==> src/rtl/calculation_pipe_if.sv <==
// Handshake bundle for calculation_pipe: operand input channel and result output channel.
// master drives operands and out_ready; slave is the pipe itself.
`timescale 1ns/1ps
interface calculation_pipe_if #(
  parameter int WIDTH = 4
);
  logic             in_valid;
  logic             in_ready;
  logic [WIDTH-1:0] a;
  logic [WIDTH-1:0] b;
  logic [WIDTH-1:0] c;
  logic [WIDTH-1:0] d;
  logic             mode;
  logic             out_valid;
  logic             out_ready;
  logic [WIDTH+1:0] f;
  logic             neg;

  modport master (
    output in_valid, a, b, c, d, mode, out_ready,
    input  in_ready, out_valid, f, neg
  );

  modport slave (
    input  in_valid, a, b, c, d, mode, out_ready,
    output in_ready, out_valid, f, neg
  );
endinterface

==> src/rtl/calculation_pipe.sv <==
// Two-stage valid/ready pipe computing (a+b) -/+ (c+d) with a negative flag.
// Optional macro CALCULATION_PIPE_CLAMP_EN floors negative mode-0 results to zero.
`timescale 1ns/1ps
module calculation_pipe #(
  parameter int WIDTH = 4
) (
  input  logic               clk,
  input  logic               rst,
  calculation_pipe_if.slave  bus
);
  localparam int SW = WIDTH + 1;
  localparam int FW = WIDTH + 2;
`ifdef CALCULATION_PIPE_CLAMP_EN
  localparam bit CLAMP_EN = 1'b1;
`else
  localparam bit CLAMP_EN = 1'b0;
`endif

  logic          vld_p1;
  logic [SW-1:0] sum1_p1;
  logic [SW-1:0] sum2_p1;
  logic          mode_p1;

  logic          vld_p2;
  logic [FW-1:0] f_p2;
  logic          neg_p2;

  logic          ld_p1;
  logic          ld_p2;
  logic signed [FW-1:0] res_s;
  logic          neg_s;
  logic [FW-1:0] f_s;

  // Both sums are widened by one zero bit so the difference of two SW-bit
  // values always fits a signed FW-bit result without overflow.
  function automatic logic signed [FW-1:0] combine(
    input logic [SW-1:0] s1,
    input logic [SW-1:0] s2,
    input logic          m
  );
    logic signed [FW-1:0] x1;
    logic signed [FW-1:0] x2;
    x1 = signed'({1'b0, s1});
    x2 = signed'({1'b0, s2});
    return m ? (x1 + x2) : (x1 - x2);
  endfunction

  function automatic logic [FW-1:0] floor_clamp(
    input logic signed [FW-1:0] x,
    input logic                 n
  );
    return (CLAMP_EN && n) ? '0 : unsigned'(x);
  endfunction

  assign ld_p2  = vld_p1 && (!vld_p2 || bus.out_ready);
  assign ld_p1  = !vld_p1 || ld_p2;

  // Sign bit is only meaningful for the subtraction; mode 1 sums can use it as magnitude.
  assign res_s  = combine(sum1_p1, sum2_p1, mode_p1);
  assign neg_s  = !mode_p1 && res_s[FW-1];
  assign f_s    = floor_clamp(res_s, neg_s);

  assign bus.in_ready  = ld_p1;
  assign bus.out_valid = vld_p2;
  assign bus.f         = f_p2;
  assign bus.neg       = neg_p2;

  // ---- stage 1: operand pair sums ----
  always_ff @(posedge clk or posedge rst) begin
    if (rst) begin
      vld_p1  <= 1'b0;
      sum1_p1 <= '0;
      sum2_p1 <= '0;
      mode_p1 <= 1'b0;
    end else if (ld_p1) begin
      vld_p1 <= bus.in_valid;
      if (bus.in_valid) begin
        sum1_p1 <= {1'b0, bus.a} + {1'b0, bus.b};
        sum2_p1 <= {1'b0, bus.c} + {1'b0, bus.d};
        mode_p1 <= bus.mode;
      end
    end
  end

  // ---- stage 2: combined result and sign flag ----
  always_ff @(posedge clk or posedge rst) begin
    if (rst) begin
      vld_p2 <= 1'b0;
      f_p2   <= '0;
      neg_p2 <= 1'b0;
    end else if (ld_p2) begin
      vld_p2 <= 1'b1;
      f_p2   <= f_s;
      neg_p2 <= neg_s;
    end else if (bus.out_ready) begin
      vld_p2 <= 1'b0;
    end
  end
endmodule

==> src/flat_wrapper.sv <==
// flat-port wrapper written by rule: the top's interface ports become plain ports
module calculation_pipe_flat 
#(
  parameter int WIDTH = 4
)
  (clk, rst, bus_in_valid, bus_a, bus_b, bus_c, bus_d, bus_mode, bus_out_ready, bus_in_ready, bus_out_valid, bus_f, bus_neg);
  calculation_pipe_if #(.WIDTH(WIDTH)) bus_i ();
  input  logic clk;
  input  logic rst;
  input wire logic [$bits(bus_i.in_valid)-1:0] bus_in_valid;
  input wire logic [$bits(bus_i.a)-1:0] bus_a;
  input wire logic [$bits(bus_i.b)-1:0] bus_b;
  input wire logic [$bits(bus_i.c)-1:0] bus_c;
  input wire logic [$bits(bus_i.d)-1:0] bus_d;
  input wire logic [$bits(bus_i.mode)-1:0] bus_mode;
  input wire logic [$bits(bus_i.out_ready)-1:0] bus_out_ready;
  output wire logic [$bits(bus_i.in_ready)-1:0] bus_in_ready;
  output wire logic [$bits(bus_i.out_valid)-1:0] bus_out_valid;
  output wire logic [$bits(bus_i.f)-1:0] bus_f;
  output wire logic [$bits(bus_i.neg)-1:0] bus_neg;
  assign bus_i.in_valid = bus_in_valid;
  assign bus_i.a = bus_a;
  assign bus_i.b = bus_b;
  assign bus_i.c = bus_c;
  assign bus_i.d = bus_d;
  assign bus_i.mode = bus_mode;
  assign bus_i.out_ready = bus_out_ready;
  assign bus_in_ready = bus_i.in_ready;
  assign bus_out_valid = bus_i.out_valid;
  assign bus_f = bus_i.f;
  assign bus_neg = bus_i.neg;
  calculation_pipe #(.WIDTH(WIDTH)) u_core (.clk(clk), .rst(rst), .bus(bus_i));
endmodule
==> config.mk <==
export PLATFORM = sky130hd
export DESIGN_NAME = calculation_pipe_flat
export DESIGN_NICKNAME = d
export VERILOG_FILES = /design/src/rtl/calculation_pipe_if.sv /design/src/rtl/calculation_pipe.sv /design/src/flat_wrapper.sv
export SDC_FILE = /design/constraint.sdc
export NUM_CORES = 1
export LEC_CHECK = 0
export ABC_AREA = 1
export CORE_MARGIN = 4
export CORE_UTILIZATION = 49
export CTS_CLUSTER_DIAMETER = 60
export DETAILED_ROUTE_END_ITERATION = 8
export HOLD_SLACK_MARGIN = 0.06
export MAX_ROUTING_LAYER = met4
export PLACE_DENSITY = 0.9
export SKIP_LAST_GASP = 1
export SYNTH_ARGS = -nofsm -noshare
export SYNTH_HDL_FRONTEND = slang
export SYNTH_SLANG_ARGS = --single-unit
export TNS_END_PERCENT = 100
==> constraint.sdc <==
create_clock -name clk -period 2.36 [get_ports clk]
set_input_delay 0.236 -clock clk [delete_from_list [all_inputs] [get_ports clk]]
set_output_delay 0.236 -clock clk [all_outputs]
set_load 0.05 [all_outputs]
=== After elaboration in Yosys (flattened, before gate mapping) ===
Index checks and enable logic that the tools add are counted.

* Word-level logic and storage cells: 23
* Bits of input ports: 21
* Output and inout bits: 9
* Register bits after elaboration: 20

* Add/sub/neg operators: 4
* Reductions and logical operators: 9
* Muxes and demuxes: 3

{| class="wikitable"
|+ Operators by type and width
! kind !! count
|-
| adder 4 x 4 -> 5 bit || 2
|-
| adder 5 x 5 -> 6 bit || 1
|-
| 2-to-1 mux 6 bit || 1
|-
| subtractor 5 x 5 -> 6 bit || 1
|-
| zero test 1 bit || 3
|-
| logical AND 1 bit || 2
|-
| logical OR 1 bit || 2
|-
| 2-to-1 mux 1 bit || 2
|-
| AND reduction 2 bit || 1
|-
| nonzero test 2 bit || 1
|}

=== Logic depth before layout (Yosys ltp) ===
* Depth after elaboration: 5
* Gate-level depth with buffers: 14
* Gate-level depth less buffers: 14

=== Least setup slack after synthesis ===
Ideal clock, no wire load.

* Path type: flip-flop to flip-flop
* Start: reg u_core.sum2_p1[0]
* End: reg u_core.f_p2[4], in the netlist u_core.bus.f[4]
* Data arrival time: 1746 ps
* Slack: 494 ps
* Data required time: 2240 ps
* Clock period less this slack: 1866 ps
* Cell stages (with the launch flop): 12
* Cells stage by stage: dfrtp_1 inv_1 ha_1 nand2_1 o21ai_0 fa_1 nand2_1 nand2_1 a21oi_1 nor2_1 o21ai_1 nand2_1

* Word-level cells in the longest chain between the ends: 2

{| class="wikitable"
|+ Ends and longest elaborated chain
! element !! RTL line !! text
|-
| start, declared || calculation_pipe.sv:21 || <nowiki>logic [SW-1:0] sum2_p1;</nowiki>
|-
| start signal, assigned || calculation_pipe.sv:79 || <nowiki>sum2_p1 <= {1'b0, bus.c} + {1'b0, bus.d};</nowiki>
|-
| subtractor 5 x 5 -> 6 bit / adder 5 x 5 -> 6 bit (equally long branches) || calculation_pipe.sv:45 || <nowiki>return m ? (x1 + x2) : (x1 - x2);</nowiki>
|-
| 2-to-1 mux 6 bit (*) || calculation_pipe.sv:45 ||
|-
| end signal, assigned || calculation_pipe.sv:93 || <nowiki>f_p2 <= f_s;</nowiki>
|-
| end, declared || calculation_pipe.sv:25 || <nowiki>logic [FW-1:0] f_p2;</nowiki>
|}

Mark *: on every way between the ends. The rest lies on a longest branch, timed or not.
A chain may end at the register's enable or synchronous reset.

=== Worst setup path in the final report ===
Ends and elaborated chain as after synthesis.

==> impl_table.tex <==
\begin{tabular}{lr}
\hline
Metric & Value \\
\hline
\multicolumn{2}{l}{\textbf{Route}} \\
Number of DRC violations after detailed routing & 0 \\
Routed Wire Length & 2580 um \\
Antenna violation net count after detailed routing & 0 \\
Number of vias per cell & 5.10 \\
Vias after detailed routing & 1121 \\
Mean routed wirelength per cell & 11.7 um \\
DR iter-0 viols & 33 \\
Count of TritonRoute iterations in the first routing pass & 4 \\
\multicolumn{2}{l}{\textbf{Yosys}} \\
Post-synthesis cell area & 1310 um2 \\
Cell accounting for the most synthesized area & sky130\_fd\_sc\_hd\_\_dfrtp\_1 \\
Number of synthesized register bits & 20 \\
Instance count of the mapped netlist & 159 \\
Warnings, synthesis & 0 \\
Number of nets produced by synthesis & 197 \\
Primary flip-flop cell chosen by synthesis mapping & sky130\_fd\_sc\_hd\_\_dfrtp\_1 \\
Post-synth ARST share & 100\% \\
Synth top area cells & sky130\_fd\_sc\_hd\_\_dfrtp\_1 (38\%), sky130\_fd\_sc\_hd\_\_nand2\_1 (14\%), sky130\_fd\_sc\_hd\_\_ha\_1 (13\%) \\
Post-synth top area share & 38.1\% \\
Sequential fraction of the synthesis area & 38.1\% \\
Synth Area per Inst & 8.25 um2 \\
Count of flip-flops with a built-in enable after synthesis & 0 \\
Cell variety after synth & 23 \\
\multicolumn{2}{l}{\textbf{Placed design}} \\
Cell area reported after detailed placement & 1620 um2 \\
HPWL after detailed placement & 2180 um \\
Input/output buffers & 29 \\
Final weighted congestion in routability-driven placement & 0.810 \\
\multicolumn{2}{l}{\textbf{STA}} \\
Transition time at the pin with the least slew margin & 0.708 ns \\
Total negative setup slack & 0 ns \\
Max-slew headroom at the worst pin & 52.7\% \\
Final Setup Violations & 0 \\
Fmax & 0.478 GHz \\
Final Hold Viols & 0 \\
Final period util & 88.7\% \\
Setup repair after global routing missed its margin & false \\
Clock Skews & 0.0146 ns \\
Time the worst path needs with I/O delays and setup & 2.09 ns \\
Max-slew violations & 0 \\
\multicolumn{2}{l}{\textbf{Global routing}} \\
Global-route wire length before repair & 4460 um \\
Remaining global-route overflow & 0 \\
Initial antenna violation count & 0 \\
Pin count of the biggest net entering global routing & 21 \\
Via count of the first global-routing pass & 1166 \\
Overall Global Routing Usage & 16.7\% \\
\multicolumn{2}{l}{\textbf{Floorplan}} \\
Die Footprint & 3570 um2 \\
Initial Util & 52.0\% \\
Row count & 18 \\
Die width & 59.8 um \\
Die Span Y & 59.8 um \\
I/O Pins & 30 \\
Area of the core region & 2520 um2 \\
\multicolumn{2}{l}{\textbf{Flow run}} \\
Number of max-cap violations & 0 \\
\multicolumn{2}{l}{\textbf{Layout}} \\
Diode count & 0 \\
Combined flip-flop and latch cell area & 500 um2 \\
Total number of nets in the final design & 229 \\
Fraction of final layout cells with drive strength greater than 1 & 4.74\% \\
Area of combinational cells with multiple inputs & 708 um2 \\
Finished layout cell area & 1670 um2 \\
Filler cell count in the final layout & 217 \\
Area delta synth->final & 27.3\% \\
\multicolumn{2}{l}{\textbf{Worst setup path}} \\
Worst setup SP type & register \\
Data required, critical path & 2.56 ns \\
CP delay by family, top & adder cells \\
Delay of the slowest cell on the worst path & 0.48 ns \\
CP max-delay cell & sky130\_fd\_sc\_hd\_\_fa\_1 \\
Worst path arrival time & 2.30 ns \\
Cell-by-cell trace of the critical path & inv\_1 > ha\_1 > nand2\_1 > o21ai\_0 > fa\_1 > nand2\_1 > nand2\_1 > a21oi\_1 > nor2\_1 > o21ai\_1 > nand2\_1 \\
Crit path buf inv count & 1 \\
Worst setup path category & reg2reg \\
Crit path max fanout & 4 \\
Crit end category & register \\
Library cell appearing most often on the critical path & sky130\_fd\_sc\_hd\_\_nand2\_1 \\
\multicolumn{2}{l}{\textbf{CTS}} \\
Clock sink count & 20 \\
Worst-skew pair later-pin latency & 0.31 ns \\
H-tree level count & 1 \\
TritonCTS Buffers & 3 \\
Hold buffer count at cts & 0 \\
CTS Buffer Depth & 2 \\
TritonCTS clock tree & built \\
Clock transition at the registers of the reported paths & 0.12 ns \\
Clock Root Buffer & sky130\_fd\_sc\_hd\_\_clkbuf\_4 \\
Setup Fix Bufs, Post-CTS & 0 \\
Number of instances resized during post-cts repair & 0 \\
\multicolumn{2}{l}{\textbf{Power and ir drop}} \\
Power density relative to cell area & 978 nW/um2 \\
Max rail drop VDD & 0.862 mV \\
Static Leakage & 0.848 nW \\
\multicolumn{2}{l}{\textbf{Worst hold path}} \\
Kind of path behind the tightest hold check & in2async \\
\multicolumn{2}{l}{\textbf{Status}} \\
Run status & complete, no violations \\
\hline
\end{tabular}
==> logic make-up (layout without fill, tap and decap cells) <==
family | count (synthesis) | in the layout | synth area share, %
adder cells (fa/ha/maj) | 17 | 17 | 17.9
buffers and inverters | 23 | 54 | 7.91
AND/OR/NAND/NOR | 71 | 71 | 23.3
XOR/XNOR | 6 | 6 | 4.00
flip-flops | 20 | 20 | 38.1
AO/OA/AOI/OAI | 22 | 22 | 8.77
==> state kept, by name, indices dropped and copies added, names as in the netlist <==
| name | flops |
|---|---|
| u_core.vld_p1 | 1 |
| u_core.sum2_p1 | 5 |
| u_core.mode_p1 | 1 |
| u_core.sum1_p1 | 5 |
| u_core.bus.out_valid | 1 |
| u_core.bus.neg | 1 |
| u_core.bus.f | 6 |
==> through the flow <==
stage	setup slack [ns]	hold WS [ns]	std cells	utilization, %	power (W)
finish	0.267	0.315	220	66.2	0.00163
global route	0.0778	0.396	220	66.2	0.00175
CTS	0.283	0.353	220	66.2	0.00164
detailed placement	0.318	0.465	216	64.1	0.00136
global placement	0.417	0.463	216	64.1	0.00131
floorplan	0.494	0.200	159	-	0.00110
==> per-layer routing <==
metal	up-vias	part of all wire, %	global-route usage, %
met2	39	52	29.8
met1	505	40	17.3
met5	-	0	-
li1	568	-	-
met4	0	3.3	9.49
met3	9	4.9	2.38
==> power by group <==
part           internal (W)  switching, W
Clock              0.000172      0.000112
Sequential         0.000441     0.0000651
Combinational      0.000317      0.000527
==> synthesized netlist by cell type (2+ instances only) <==
cell type,number
sky130_fd_sc_hd__a21oi_1,6
sky130_fd_sc_hd__and2_1,2
sky130_fd_sc_hd__buf_6,2
sky130_fd_sc_hd__dfrtp_1,20
sky130_fd_sc_hd__fa_1,3
sky130_fd_sc_hd__ha_1,14
sky130_fd_sc_hd__inv_1,20
sky130_fd_sc_hd__nand2_1,49
sky130_fd_sc_hd__nand3_1,7
sky130_fd_sc_hd__nor2_1,7
sky130_fd_sc_hd__o21ai_0,10
sky130_fd_sc_hd__o21ai_1,4
sky130_fd_sc_hd__xnor2_1,2
sky130_fd_sc_hd__xor2_1,4
==> final cells by class <==
class | count | share of cell area [%]
clock buffer | 3 | 1.35
clock inverter | 1 | 1.80
inverter | 21 | 4.87
multi-input combinational | 116 | 42.4
sequential | 20 | 30.0
tap | 30 | 2.25
timing repair buffer | 29 | 17.4
==> worst paths after layout <==
path | start | endpoint | slack, ns | cells after the start
max | u_core.sum2_p1[0] | u_core.bus.f[4] | 0.27 | 11
min | rst | u_core.bus.f[2] | 0.32 | 2
max reg2reg | u_core.sum2_p1[0] | u_core.bus.f[4] | 0.27 | 11
min reg2reg | u_core.bus.f[4] | u_core.bus.f[4] | 0.49 | 2
max in group asynchronous | rst | u_core.sum1_p1[4] | 1.58 | 2
min in group clk | bus_mode | u_core.mode_p1 | 0.47 | 3
==> layout by cell type, fill, tap and decap left out, drive strengths merged <==
cell | synthesis | final
a21oi | 6 | 6
a31oi | 1 | 1
and2 | 2 | 2
bufinv | 0 | 1
clkbuf | 0 | 3
clkdlybuf4s50 | 0 | 29
dfrtp | 20 | 20
fa | 3 | 3
ha | 14 | 14
inv | 21 | 21
nand2 | 50 | 50
nand3 | 8 | 8
nand3b | 1 | 1
nand4 | 1 | 1
nor2 | 8 | 8
o21ai | 15 | 15
or2 | 1 | 1
xnor2 | 2 | 2
xor2 | 4 | 4
No activity file was read; power rests on OpenSTA's default activity.
